### src/rtl/sub_seq_pkg.sv
// sub_seq_pkg: shared types and constants for the nibble-serial subtractor.
package sub_seq_pkg;
    localparam int NIB_W = 4;
    typedef enum logic [1:0] {IDLE, RUN, DONE} state_t;
endpackage

### src/rtl/sub_seq_if.sv
// sub_seq_if: start/busy/done request bus; zero/ovf present only with SUB_SEQ_FLAGS_EN.
interface sub_seq_if #(
    parameter int NIB = 4
);
    import sub_seq_pkg::*;
    localparam int W = NIB_W * NIB;
    logic start;
    logic [W-1:0] a;
    logic [W-1:0] b;
    logic bin;
    logic busy;
    logic done;
    logic [W-1:0] d;
    logic bout;
`ifdef SUB_SEQ_FLAGS_EN
    logic zero;
    logic ovf;
    modport master (output start, a, b, bin, input busy, done, d, bout, zero, ovf);
    modport slave (input start, a, b, bin, output busy, done, d, bout, zero, ovf);
`else
    modport master (output start, a, b, bin, input busy, done, d, bout);
    modport slave (input start, a, b, bin, output busy, done, d, bout);
`endif
endinterface

### src/rtl/sub_seq_nib_sub.sv
// nib_sub: combinational 4-bit borrow-ripple subtractor.
module nib_sub
    import sub_seq_pkg::*;
(
    input  logic [NIB_W-1:0] a,
    input  logic [NIB_W-1:0] b,
    input  logic             bin,
    output logic [NIB_W-1:0] d,
    output logic             bout
);
    logic c;
    always_comb begin
        c = bin;
        d = '0;
        for (int i = 0; i < NIB_W; i++) begin
            d[i] = a[i] ^ b[i] ^ c;
            c = (c & ~(a[i] ^ b[i])) | (~a[i] & b[i]);
        end
        bout = c;
    end
endmodule

### src/rtl/sub_seq.sv
// sub_seq: computes a - b - bin one nibble per clock, LSB first, through a single nib_sub.
// Defining SUB_SEQ_FLAGS_EN adds registered zero and signed-overflow flags.
module sub_seq
    import sub_seq_pkg::*;
#(
    parameter int NIB = 4
) (
    input logic clk,
    input logic rst_n,
    sub_seq_if.slave bus
);
    localparam int W = NIB_W * NIB;
    localparam int IW = $clog2(NIB);
    localparam logic [IW-1:0] last_idx = IW'(NIB - 1);
    state_t state, nxt;
    logic [W-1:0] a_r, b_r, d_r, d_nxt;
    logic [IW-1:0] idx;
    logic [NIB_W-1:0] nd;
    logic brw, bout_r, nb, accept, last;
    assign accept = state == IDLE && bus.start;
    assign last = idx == last_idx;
    nib_sub u_nib (
        .a(a_r[idx*NIB_W +: NIB_W]),
        .b(b_r[idx*NIB_W +: NIB_W]),
        .bin(brw),
        .d(nd),
        .bout(nb)
    );
    always_comb begin
        d_nxt = d_r;
        d_nxt[idx*NIB_W +: NIB_W] = nd;
    end
    always_comb nxt = state == IDLE ? (bus.start ? RUN : IDLE) : state == RUN ? (last ? DONE : RUN) : IDLE;
    always_ff @(posedge clk or negedge rst_n)
        if (!rst_n) state <= IDLE;
        else state <= nxt;
    // idx parks on the last nibble so it never wraps for power-of-two NIB
    always_ff @(posedge clk or negedge rst_n) begin
        if (!rst_n) begin
            a_r <= '0;
            b_r <= '0;
            d_r <= '0;
            brw <= 1'b0;
            bout_r <= 1'b0;
            idx <= '0;
        end else if (accept) begin
            a_r <= bus.a;
            b_r <= bus.b;
            brw <= bus.bin;
            d_r <= '0;
            bout_r <= 1'b0;
            idx <= '0;
        end else if (state == RUN) begin
            d_r <= d_nxt;
            brw <= nb;
            if (last) bout_r <= nb;
            else idx <= idx + 1'b1;
        end
    end
    assign bus.busy = state != IDLE;
    assign bus.done = state == DONE;
    assign bus.d = d_r;
    assign bus.bout = bout_r;
`ifdef SUB_SEQ_FLAGS_EN
    logic zero_r, ovf_r;
    always_ff @(posedge clk or negedge rst_n) begin
        if (!rst_n) begin
            zero_r <= 1'b0;
            ovf_r <= 1'b0;
        end else if (accept) begin
            zero_r <= 1'b0;
            ovf_r <= 1'b0;
        end else if (state == RUN && last) begin
            zero_r <= d_nxt == '0;
            ovf_r <= (a_r[W-1] != b_r[W-1]) && (d_nxt[W-1] != a_r[W-1]);
        end
    end
    assign bus.zero = zero_r;
    assign bus.ovf = ovf_r;
`endif
endmodule

### src/flat_wrapper.sv
// flat-port wrapper written by rule: the top's interface ports become plain ports
module sub_seq_flat import sub_seq_pkg::*;
#(
    parameter int NIB = 4
)
  (clk, rst_n, bus_start, bus_a, bus_b, bus_bin, bus_busy, bus_done, bus_d, bus_bout);
  sub_seq_if #(.NIB(NIB)) bus_i ();
  input logic clk;
  input logic rst_n;
  input wire logic [$bits(bus_i.start)-1:0] bus_start;
  input wire logic [$bits(bus_i.a)-1:0] bus_a;
  input wire logic [$bits(bus_i.b)-1:0] bus_b;
  input wire logic [$bits(bus_i.bin)-1:0] bus_bin;
  output wire logic [$bits(bus_i.busy)-1:0] bus_busy;
  output wire logic [$bits(bus_i.done)-1:0] bus_done;
  output wire logic [$bits(bus_i.d)-1:0] bus_d;
  output wire logic [$bits(bus_i.bout)-1:0] bus_bout;
  assign bus_i.start = bus_start;
  assign bus_i.a = bus_a;
  assign bus_i.b = bus_b;
  assign bus_i.bin = bus_bin;
  assign bus_busy = bus_i.busy;
  assign bus_done = bus_i.done;
  assign bus_d = bus_i.d;
  assign bus_bout = bus_i.bout;
  sub_seq #(.NIB(NIB)) u_core (.clk(clk), .rst_n(rst_n), .bus(bus_i));
endmodule
### config.mk
export PLATFORM = sky130hd
export DESIGN_NAME = sub_seq_flat
export DESIGN_NICKNAME = d
export VERILOG_FILES = /design/src/rtl/sub_seq_pkg.sv /design/src/rtl/sub_seq_if.sv /design/src/rtl/sub_seq_nib_sub.sv /design/src/rtl/sub_seq.sv /design/src/flat_wrapper.sv
export SDC_FILE = /design/constraint.sdc
export NUM_CORES = 1
export LEC_CHECK = 0
export CAP_MARGIN = 5
export CORE_MARGIN = 1
export CORE_UTILIZATION = 46
export CTS_CLUSTER_DIAMETER = 30
export DETAILED_ROUTE_END_ITERATION = 7
export PLACE_DENSITY = 0.76
export SYNTH_ARGS = -nofsm -noshare
export SYNTH_HDL_FRONTEND = slang
export SYNTH_SLANG_ARGS = --single-unit
### constraint.sdc
create_clock -name clk -period 2.75 [get_ports clk]
set_input_delay 0.55 -clock clk [delete_from_list [all_inputs] [get_ports clk]]
set_output_delay 0.55 -clock clk [all_outputs]
set_load 0.01 [all_outputs]
==> results.md, run 1 <==
* Row count at 27
* Slew margin rel. at 51.90%
* Routed Antenna Nets at 0
* Cell count after synthesis at 252
* Clock Sinks at 54
* Busiest metal layer after global routing: met2
* Crit Path Category: reg -> reg
* Yosys warning total at 0
* M3 GR Usage at 3.529%
* Fmax at 368.7 MHz
* First-pass GRT wire length at 9.453 mm
* Non-filler cells, final at 381
* Most numerous cell in the Yosys netlist: nand2_1
* Skew final at 0.007262 ns
* Initial antenna violation count at 0
* Worst slew pin tran at 0.7215 ns
* Post-CTS Hold Buffers at 0
* Syn nets at 296
* Crit share post-route at 98.63%
* Root Buffer: clkbuf_8
* Power per Cell Area at 1165 nW/um^2
* Layout area overhead at 27.06%
* Die Height at 77.36 microns
* Crit end category: register
* Starting density of the core at 47.44%
* Worst Path Arrival at 2.93 ns
* Fillers at 480
* Slowest cell on crit path: mux4_2
* Area of the multi-input gates at 1140 sq um
* GR met1 Demand/Resource at 27.90%
* CP peak stage delay at 0.53 ns
* Distinct cells, synth at 38
* Status: finished clean
* Pre-antenna DRT Iters at 4
* Initial DRC count at 137
* Ports at 55
* Port Buffers at 54
* Fraction of layout cells with a size suffix above 1 at 12.62%
* Area of the mapped netlist at 2613 sq um
* GRT overflow at 0
* Most used cell, CP: fa_2
* FFs w/ async S/R, synth at 100.0%
* H-tree Lvls at 2
* Diodes inserted at 0
* Pleak at 1.563 nW
* Final setup fails at 0
* Startpoint Class: register
* Dominant cell type by area after synthesis: dfrtp_1
* Final number of max-transition violations at 0
* Final wirelength at 5.354 mm
* All-Layer GR Usage at 20.19%
* Worst vdd ir at 0.6779 mV
* Max Fanout on Critical Path at 4
* Detailed placement HPWL at 3.968 mm
* Req. time, crit path at 2.97 ns
* Hold Path Class: in -> async
* RSZ-0062 raised after global routing: true
* Hold Violations, Final at 0
* Largest net degree at the start of global routing at 34
* Area contributors post-synth: dfrtp_1 (52%), nand2_1 (14%), mux4_2 (6.9%)
* Die ar. at 5985 sq um
* Vias at 1935
* Syn_area_per_cell at 10.37 sq um
* Vias/cell at 5.079
* Sequential share of the synthesized area at 51.72%
* TritonCTS clock tree: built
* Die width at 77.36 microns
* Met2 usage at 33.36%
* Drt wl/cell at 14.05 microns
* Post-synth EDFFs at 0
* DP Cell Count at 373
* Core Box Area at 5507 sq um
* Longest Clk Path Bufs at 2
* Post-CTS Setup Inserts at 0
* Yosys reg bits at 54
* Top cells by count, synth: nand2_1 (98), dfrtp_1 (54), inv_1 (12)
* Cell Chain, Critical Path: mux4_2, fa_2, inv_2, fa_2, inv_2, fa_2, inv_2, fa_2, o31ai_2
* RD Place Congestion at 0.8752
* Remaining DRCs at 0
* Final net count at 352
* Min cycle time layout at 2.712 ns
* Top FF cell, synth: dfrtp_1
* Top cell type's share of synthesized area at 51.72%
* TritonCTS buffer count at 5
* Total Power at 3.868 mW
* Clk slew on worst S/H paths at 0.10 ns
* Sequential Area at 1351 sq um
* Max_cap viols at 0
* Clock Latency Late Sink at 0.31 ns
* Vias in the first global route at 2003
per-stage QoR:
| step | util [%] | worst slack [ns] | area, sq um | hold WS [ns] | setup TNS (ns) |
|---|---|---|---|---|---|
| after floorplan | - | -0.05592 | 2626 | 0.2544 | -0.1118 |
| after global placement | 58.35 | 0.05053 | 3213 | 0.4553 | 0 |
| after detailed placement | 58.35 | 0.02349 | 3213 | 0.4571 | 0 |
| after CTS | 60.10 | -0.008342 | 3309 | 0.3138 | -0.008342 |
| after global routing | 60.28 | -0.09313 | 3319 | 0.3496 | -0.2989 |
| final | 60.28 | 0.03779 | 3319 | 0.2889 | 0 |
path summary, 6_finish.rpt:
check                                            from                      endpoint  slack, ns  depth (start not counted)
max reg2reg                 u_core.idx[0]$_DFFE_PN0P_  u_core.bus.d[11]$_DFFE_PN0P_       0.04                          9
max                         u_core.idx[0]$_DFFE_PN0P_  u_core.bus.d[11]$_DFFE_PN0P_       0.04                          9
min in group clk           u_core.b_r[11]$_DFFE_PN0P_    u_core.b_r[11]$_DFFE_PN0P_       0.48                          2
max in group asynchronous                       rst_n    u_core.b_r[10]$_DFFE_PN0P_       1.82                          2
min                                             rst_n   u_core.bus.d[7]$_DFFE_PN0P_       0.29                          1
min reg2reg                u_core.b_r[11]$_DFFE_PN0P_    u_core.b_r[11]$_DFFE_PN0P_       0.48                          2
report_power, final:
part,switching [mW],internal [mW]
combinational,1.10,0.973
sequential,0.224,1.11
clock,0.273,0.184
total,1.60,2.27
sequential cells by signal, summed over array words and instances, names as in the netlist:
| signal | flops |
|---|---|
| u_core.a_r | 16 |
| u_core.b_r | 16 |
| u_core.brw | 1 |
| u_core.bus.bout | 1 |
| u_core.bus.d | 16 |
| u_core.idx | 2 |
| u_core.state | 2 |
worst max-delay path, delay by kind of cell (launching register included):
kind	cells	cell delay, ns
adder cells (fa/ha/maj)	4	1.33
multiplexers	1	0.53
flip-flops	1	0.42
AO/OA/AOI/OAI	1	0.18
buffers and inverters	3	0.17
layout make-up:
class | count | area share, %
timing repair buffer | 62 | 17.94
tap | 72 | 2.714
clock inverter | 3 | 0.7539
sequential | 54 | 40.71
clock buffer | 5 | 2.073
inverter | 13 | 1.470
multi-input combinational | 172 | 34.34
placed cells by master (no fill, tap or decap), types with 3 or more instances in the layout:
cell type,synthesis,layout
nand2_1,98,98
nor2b_1,3,3
inv_2,1,4
nor2_1,3,3
buf_4,2,8
o31ai_1,6,4
clkdlybuf4s50_1,0,53
mux4_2,8,8
ha_1,4,4
o2bb2ai_1,4,4
fa_2,0,4
o21ai_0,5,5
a22o_1,7,7
clkbuf_8,0,5
dfrtp_1,54,54
inv_1,12,9
per-layer routing:
layer | part of all wire [%] | wire length, microns
met3 | 4.7 | 253
met2 | 50 | 2660
met1 | 44 | 2381
met4 | 1.1 | 59
met5 | 0 | 0
timing repair:
action,in CTS,in global routing
setup endpoints to repair,2,5
pin swaps,0,1
hold endpoints to repair,0,0
resized for setup,2,2
cells by family after synthesis:
group                    share of synthesized area (%)
multiplexers                                     8.094
adder cells (fa/ha/maj)                          4.981
flip-flops                                       51.72
buffers and inverters                            5.411
AND/OR/NAND/NOR                                  21.03
AO/OA/AOI/OAI                                    8.764
No activity file was read; power rests on OpenSTA's default activity.
==> inputs of run 2 (changes only) <==
--- a/config.mk
+++ b/config.mk
@@ -7,10 +7,11 @@
 export LEC_CHECK = 0
 export CAP_MARGIN = 5
 export CORE_MARGIN = 1
-export CORE_UTILIZATION = 46
+export CORE_UTILIZATION = 48
+export CTS_BUF_LIST = sky130_fd_sc_hd__clkbuf_4 sky130_fd_sc_hd__clkbuf_8
 export CTS_CLUSTER_DIAMETER = 30
 export DETAILED_ROUTE_END_ITERATION = 7
-export PLACE_DENSITY = 0.76
+export PLACE_DENSITY = 0.79
 export SYNTH_ARGS = -nofsm -noshare
 export SYNTH_HDL_FRONTEND = slang
 export SYNTH_SLANG_ARGS = --single-unit
==> run 2 against run 1 <==
Compared with the run above: non-clock buffer count up 2; count of clock-buffer cells in the layout grew 2; largest power group unchanged; total power is 0.66% higher; die area decreased by 4.1%.
==> results.md, run 2 (same netlist as run 1, synthesis figures left out) <==
* Req. time, crit path at 2.94 ns
* Largest net degree at the start of global routing at 29
* Worst Path Arrival at 2.91 ns
* Final net count at 354
* Final Hold Slack at 0.2083 ns
* Longest Clk Path Bufs at 2
* Startpoint Class: register
* All-Layer GR Usage at 20.50%
* Die Height at 75.78 microns
* Row count at 26
* Worst vdd ir at 0.7174 mV
* Layout Utilization at 64.51%
* H-tree Lvls at 2
* TritonCTS buffer count at 5
* Starting density of the core at 50.51%
* Final instance area at 3337 sq um
* CP Launch Point: u_core.idx[0]$_DFFE_PN0P_
* Die width at 75.78 microns
* Pleak at 1.581 nW
* Crit share post-route at 98.80%
* Clk slew on worst S/H paths at 0.09 ns
* Max_cap viols at 0
* Slew margin rel. at 61.12%
* Hold Violations, Final at 0
* Port Buffers at 54
* Setup Total Neg Slack at 0 ns
* Initial DRC count at 119
* Final setup fails at 0
* Total Power at 3.894 mW
* Worst reg2reg startpoint: u_core.idx[0]$_DFFE_PN0P_
* Crit Path Category: reg -> reg
* Fillers at 401
* Hold Path Class: in -> async
* GRT overflow at 0
* Placed inst area at 3218 sq um
* Power per Cell Area at 1167 nW/um^2
* R2R depth at 11
* Min cycle time layout at 2.717 ns
* Area of the multi-input gates at 1140 sq um
* Drt wl/cell at 13.35 microns
* Layout area overhead at 27.73%
* Pre-antenna DRT Iters at 4
* Die ar. at 5742 sq um
* Fmax at 368.0 MHz
* Fraction of layout cells with a size suffix above 1 at 13.50%
* Final number of max-transition violations at 0
* Max Fanout on Critical Path at 4
* RSZ-0062 raised after global routing: true
* Remaining DRCs at 0
* Crit end category: register
* Post-Place Setup Slack at -0.03626 ns
* Worst R2R End: u_core.bus.d[7]$_DFFE_PN0P_
* TritonCTS clock tree: built
* Non-filler cells, final at 381
* Root Buffer: clkbuf_8
* Most frequent cells in the layout: nand2_1 (98), dfrtp_1 (54), clkdlybuf4s50_1 (53)
* DP Cell Count at 372
* Initial antenna violation count at 0
* Final wirelength at 5.086 mm
* Status: finished clean
* Clock Latency Late Sink at 0.30 ns
* Routed Antenna Nets at 0
* Sequential Area at 1351 sq um
* R2r setup slk at 0.03 ns
* Vias at 1964
* Clock Sinks at 54
* Vias/cell at 5.155
* Vias in the first global route at 1882
* Ports at 55
* Core Box Area at 5172 sq um
* Worst setup margin at 0.03295 ns
* Post-CTS Hold Buffers at 0
* Detailed placement HPWL at 3.830 mm
* Skew final at 0.003933 ns
* Worst slew pin tran at 0.5832 ns
* Diodes inserted at 0
* RD Place Congestion at 0.7883
* Most common cell after layout, fill and taps aside: nand2_1
* First-pass GRT wire length at 8.749 mm
[run 2: worst max path at each step]
stage | endpoint | cells after the start
floorplan | u_core.bus.d[11]$_DFFE_PN0P_ | 10
finish | u_core.bus.d[7]$_DFFE_PN0P_ | 11
detailed placement | u_core.bus.d[7]$_DFFE_PN0P_ | 9
global route | u_core.bus.d[11]$_DFFE_PN0P_ | 9
CTS | u_core.bus.d[7]$_DFFE_PN0P_ | 11
global placement | u_core.bus.d[7]$_DFFE_PN0P_ | 9
[run 2: layer usage]
metal  up-vias  share of wire (%)  wire, microns  global-route usage (%)
li1        955                  -              -                       -
met5         -                  0              0                       0
met4         0                1.2             61                   5.761
met1       952                 44           2245                   27.63
met2        50                 50           2568                   33.14
met3         7                4.1            210                   5.159
[run 2: area by class of cell]
cell class / count / share of cell area (%)
tap: 70 / 2.625
clock buffer: 7 / 2.700
timing repair buffer: 64 / 18.41
multi-input combinational: 172 / 34.16
clock inverter: 1 / 0.1500
sequential: 54 / 40.50
inverter: 13 / 1.462
[run 2: worst max-delay path: stages, from the launching register on]
cell	delay [ns]
dfrtp_1	0.42
buf_6	0.13
mux4_2	0.49
inv_2	0.07
fa_2	0.19
inv_2	0.04
fa_2	0.32
inv_2	0.06
fa_2	0.19
inv_2	0.04
fa_2	0.60
o31ai_2	0.07
[run 2: where the power goes]
group,internal [mW],switching [mW]
combinational,0.996,1.09
clock,0.214,0.249
sequential,1.11,0.226
[run 2: timing repair]
| item | in CTS | in global routing |
|---|---|---|
| setup endpoints to repair | 2 | 5 |
| pin swaps | 2 | 2 |
| setup buffers | 1 | 0 |
| gates cloned | 0 | 0 |
| resized for setup | 1 | 6 |
==> inputs of run 3 (changes only) <==
--- a/config.mk
+++ b/config.mk
@@ -12,6 +12,7 @@
 export CTS_CLUSTER_DIAMETER = 30
 export DETAILED_ROUTE_END_ITERATION = 7
 export PLACE_DENSITY = 0.79
+export SKIP_LAST_GASP = 1
 export SYNTH_ARGS = -nofsm -noshare
 export SYNTH_HDL_FRONTEND = slang
 export SYNTH_SLANG_ARGS = --single-unit
==> results of run 3 <==
The final DEF is identical to that of run 2; final timing and power are the same.
